`config.mk`:
```
export PLATFORM = sky130hd
export DESIGN_NAME = cdc_pulse_req_tx
export DESIGN_NICKNAME = d
export VERILOG_FILES = /design/src/rtl/cdc_level_sync.sv /design/src/rtl/cdc_pulse_req_tx.sv
export SDC_FILE = /design/constraint.sdc
export NUM_CORES = 1
export LEC_CHECK = 0
export CAP_MARGIN = 20
export CORE_AREA = 2 2 39 41
export DETAILED_ROUTE_END_ITERATION = 16
export DIE_AREA = 0 0 41 43
export PLACE_DENSITY_LB_ADDON = 0.1
export SYNTH_ARGS = -nofsm -noshare
export SYNTH_HDL_FRONTEND = slang
export SYNTH_SLANG_ARGS = --single-unit
```
`constraint.sdc`:
```
create_clock -name clk_in -period 2.5 [get_ports clk_in]
set_clock_uncertainty 0.2 [all_clocks]
set_input_delay 0.75 -clock clk_in [delete_from_list [all_inputs] [get_ports clk_in]]
set_output_delay 0.75 -clock clk_in [all_outputs]
set_load 0.02 [all_outputs]
```
`src/rtl/cdc_level_sync.sv`:
```
// Multi-flop level synchronizer with asynchronous active-high reset to 0.
// Shared between the request transmitter and its matching receiver.
module cdc_level_sync #(
    parameter int STAGES = 2
) (
    input  logic clk_in,
    input  logic rst,
    input  logic d,
    output logic q
);

    logic [STAGES:0] chain;

    assign chain[0] = d;

    generate
        for (genvar gi = 0; gi < STAGES; gi++) begin : g_stage
            logic stage_reg;

            always_ff @(posedge clk_in or posedge rst) begin
                if (rst) begin
                    stage_reg <= 1'b0;
                end else begin
                    stage_reg <= chain[gi];
                end
            end

            assign chain[gi+1] = stage_reg;
        end
    endgenerate

    assign q = chain[STAGES];

endmodule

```
`src/rtl/cdc_pulse_req_tx.sv`:
```
// Source side of a 4-phase req/ack pulse crossing: counts local strobes and
// issues one full REQ/ACK handshake per queued event.
module cdc_pulse_req_tx #(
    parameter int CNT_WIDTH   = 4,
    parameter int SYNC_STAGES = 2
) (
    input  logic                 clk_in,
    input  logic                 rst,
    input  logic                 pulse_in,
    input  logic                 ack_in,
    input  logic                 clr_overflow,
    output logic                 req_out,
    output logic                 busy,
    output logic [CNT_WIDTH-1:0] pending,
    output logic                 overflow
);

    localparam logic [1:0] ST_IDLE   = 2'd0;
    localparam logic [1:0] ST_REQ_HI = 2'd1;
    localparam logic [1:0] ST_REQ_LO = 2'd2;

    localparam logic [CNT_WIDTH-1:0] CNT_MAX = '1;

    logic [1:0]           state_reg;
    logic [1:0]           state_next;
    logic                 req_reg;
    logic                 req_next;
    logic [CNT_WIDTH-1:0] pending_reg;
    logic [CNT_WIDTH-1:0] pending_next;
    logic                 overflow_reg;
    logic                 overflow_next;
    logic                 ack_s;
    logic                 launch;
    logic                 drop;

    cdc_level_sync #(
        .STAGES (SYNC_STAGES)
    ) u_ack_sync (
        .clk_in (clk_in),
        .rst    (rst),
        .d      (ack_in),
        .q      (ack_s)
    );

    always_ff @(posedge clk_in or posedge rst) begin
        if (rst) begin
            state_reg    <= ST_IDLE;
            req_reg      <= 1'b0;
            pending_reg  <= '0;
            overflow_reg <= 1'b0;
        end else begin
            state_reg    <= state_next;
            req_reg      <= req_next;
            pending_reg  <= pending_next;
            overflow_reg <= overflow_next;
        end
    end

    // A launch also waits for ack_s=0 so a stale ack left over from a reset
    // mid-handshake is never taken as the answer to a new request.
    always_comb begin
        state_next = ST_IDLE;
        launch     = 1'b0;
        case (state_reg)
            ST_IDLE: begin
                if ((pending_reg != '0) && !ack_s) begin
                    state_next = ST_REQ_HI;
                    launch     = 1'b1;
                end else begin
                    state_next = ST_IDLE;
                end
            end
            ST_REQ_HI: state_next = ack_s ? ST_REQ_LO : ST_REQ_HI;
            ST_REQ_LO: state_next = ack_s ? ST_REQ_LO : ST_IDLE;
            default:   state_next = ST_IDLE;
        endcase
    end

    always_comb begin
        req_next      = (state_next == ST_REQ_HI);
        drop          = pulse_in && !launch && (pending_reg == CNT_MAX);
        pending_next  = pending_reg;
        overflow_next = overflow_reg;

        if (pulse_in && !launch && !drop) begin
            pending_next = pending_reg + 1'b1;
        end else if (!pulse_in && launch) begin
            pending_next = pending_reg - 1'b1;
        end

        // A drop in the same cycle as a clear keeps the flag set.
        if (drop) begin
            overflow_next = 1'b1;
        end else if (clr_overflow) begin
            overflow_next = 1'b0;
        end
    end

    assign req_out  = req_reg;
    assign pending  = pending_reg;
    assign overflow = overflow_reg;
    assign busy     = (state_reg != ST_IDLE) || (pending_reg != '0);

endmodule
```
==> run metrics <==
status complete, but fails checks; failing checks negative setup slack; initial antenna violation count 0; Fmax achieved 0.383 GHz; PD cells 1250 nW/µm²; Max-cap violations 0; Syn Nets 48; Critical Path Slowest Stage Cell or4_4; cells after synthesis 40; gpl congestion 0.711; Mean Syn Cell Area 12.4 µm²; area occupied by registers 250 µm²; Initial Util 35.8%; gr ovfl total 0; class of the worst hold path reg2reg; first-pass GRT wire length 1.81 mm; drt wl/cell 12.7 µm; DP Cell Count 74; insertion delay to the later sink of the worst-skew pair 0.26 ns; number of cell rows 14; hold_ws 0.148 ns; post-route ant nets 0; Placed Area 684 µm²; RSZ-0062 raised after global routing true; DRT Wirelength 1.00 mm; Filler Cell Count 120; Slew @ Worst Pin 0.373 ns; leakage power 0.342 nW; TritonRoute pass-1 iters 4; Post-Syn Area 495 µm²; CP peak stage delay 0.53 ns; area of the die 1760 µm²; Final Cell Area 752 µm²; hold_buf cts 0; slack of the critical path -0.110 ns; Clock Pin Slew Worst Setup and Hold Paths 0.07 ns; port bufs 11; diode count 0; fin cells 79; register area share after synthesis 50.5%; CP bufs+invs 1; kind of critical path reg2out; Yosys reg bits 10; Root Driver clkbuf_4; CP Data Arrival Time 1.66 ns; number of flip-flops in the largest register 4; DP HPWL 747 µm; share of layout cells above drive strength 1 33.3%; Final min period 2.61 ns; peak supply drop 699 µV; Remaining DRCs 0; initial DRC count 3; relative slew slack 75.1%; post-layout util 54.3%; total track usage 15.9%; CP max FO 2; Ys Warns 0; commonest non-fill, non-tap cell in the layout dfrtp_1; # IOs 12; Slew Viols, Final 0; die span in y 43 µm; worst-path cell chain or4_4 -> or3_4 -> buf_6; CTS tree done; Max H-tree Level 1; via count 403; DIE WIDTH 41 µm; vias in the first global route 405; multi-input logic area 260 µm²; Tcrit/Tclk final 104%; clk buf depth 2; Setup crit start kind flop; largest net degree at the start of global routing 11; clk sink count 10; final setup vio count 1; drt via density 5.10; critical path's top delay family simple AND/OR/NAND/NOR gates; Final Hold Fails 0; core area 1380 µm²; Area growth syn-to-layout 51.8%; Worst EP required 1.55 ns; Layout Nets 72; TritonCTS buffer count 3; Yosys cell types 22; commonest cells after routing, fill and taps aside dfrtp_1, clkdlybuf4s50_1, buf_4; crit end category output pin
path summary, 6_finish.rpt:
check	startpoint	end	slack [ns]	cells after the start
setup / recovery	pending[3]	busy	-0.11	3
hold / removal	u_ack_sync.g_stage[0].stage_reg	u_ack_sync.q	0.15	0
setup reg to reg	pending[0]	pending[3]	0.14	8
hold reg to reg	u_ack_sync.g_stage[0].stage_reg	u_ack_sync.q	0.15	0
max in group asynchronous	rst	u_ack_sync.g_stage[0].stage_reg	1.27	2
min in group asynchronous	rst	state_reg[0]	0.56	2
kinds of logic (layout without fill, tap and decap cells):
logic type                 count (synthesis)  in the layout  synth area share, %
AOI/OAI and AO/OA                          7              7                 10.9
xor gates and xnor gates                   4              4                 7.07
adders and majority gates                  3              3                 9.09
buffers and inverters                      3             26                 2.27
DFF                                       10             10                 50.5
muxes                                      1              1                 4.55
and+or+nand+nor                           12             12                 15.7
worst register-to-register path, stage by stage (launching register included):
cell and delay, ns:
dfrtp_1 0.37, buf_4 0.17, nor4_4 0.31, o211ai_2 0.14
buf_4 0.17, ha_1 0.31, a21oi_2 0.22, mux2i_4 0.25
xor2_1 0.15
per-layer routing:
| metal | vias up | track usage, % | wire length, µm |
|---|---|---|---|
| met5 | - | 0 | 0 |
| met4 | 0 | 6.00 | 9 |
| met3 | 3 | 7.85 | 85 |
| met2 | 15 | 22.8 | 490 |
| met1 | 193 | 20.1 | 415 |
| li1 | 192 | - | - |
synth_stat cells:
master     instances  area, µm²
a21o_1             1       7.51
xor2_1             3       26.3
xnor2_1            1       8.76
or3_4              2       22.5
nand4_1            1       6.26
and2_1             1       6.26
mux2i_4            1       22.5
nor4_1             1       6.26
nor3_1             2       10.0
dfrtp_1           10        250
or4_1              1       7.51
a2bb2oi_1          2       17.5
nor2_1             1       3.75
fa_1               1       20.0
o211ai_2           1       12.5
o21ai_0            1       5.00
or3_2              1       7.51
o22ai_1            1       6.26
inv_1              3       11.3
ha_1               2       25.0
a21oi_1            1       5.00
nand2_1            2       7.51
final cells by class:
cell class	instances	area share [%]
clock buffers	4	4.83
inverters	3	1.50
multi-input cells	27	34.6
flip-flops and latches	10	33.3
well taps	16	2.66
repair buffers	19	23.1
metrics by stage:
stage	TNS [ns]	total power (W)	setup WS, ns
6_report	-0.110	0.000940	-0.110
3_5_place_dp	-0.654	0.000754	-0.331
3_3_place_gp	-0.605	0.000736	-0.307
4_1_cts	-0.108	0.000950	-0.108
2_1_floorplan	0	0.000535	0.0221
5_1_grt	-0.153	0.00101	-0.153
power by group:
part / leakage, nW / switching, W / internal, W
clock: 0.0210 / 0.0000558 / 0.0000884
combinational: 0.202 / 0.000270 / 0.000284
sequential: 0.120 / 0.0000290 / 0.000212
repair_timing:
item,4_1_cts,5_1_grt
setup buffers,1,0
setup endpoints to repair,2,2
hold endpoints to repair,0,0
resized for setup,10,1
pin swaps,1,3
Power figures use the tool's default switching activity.
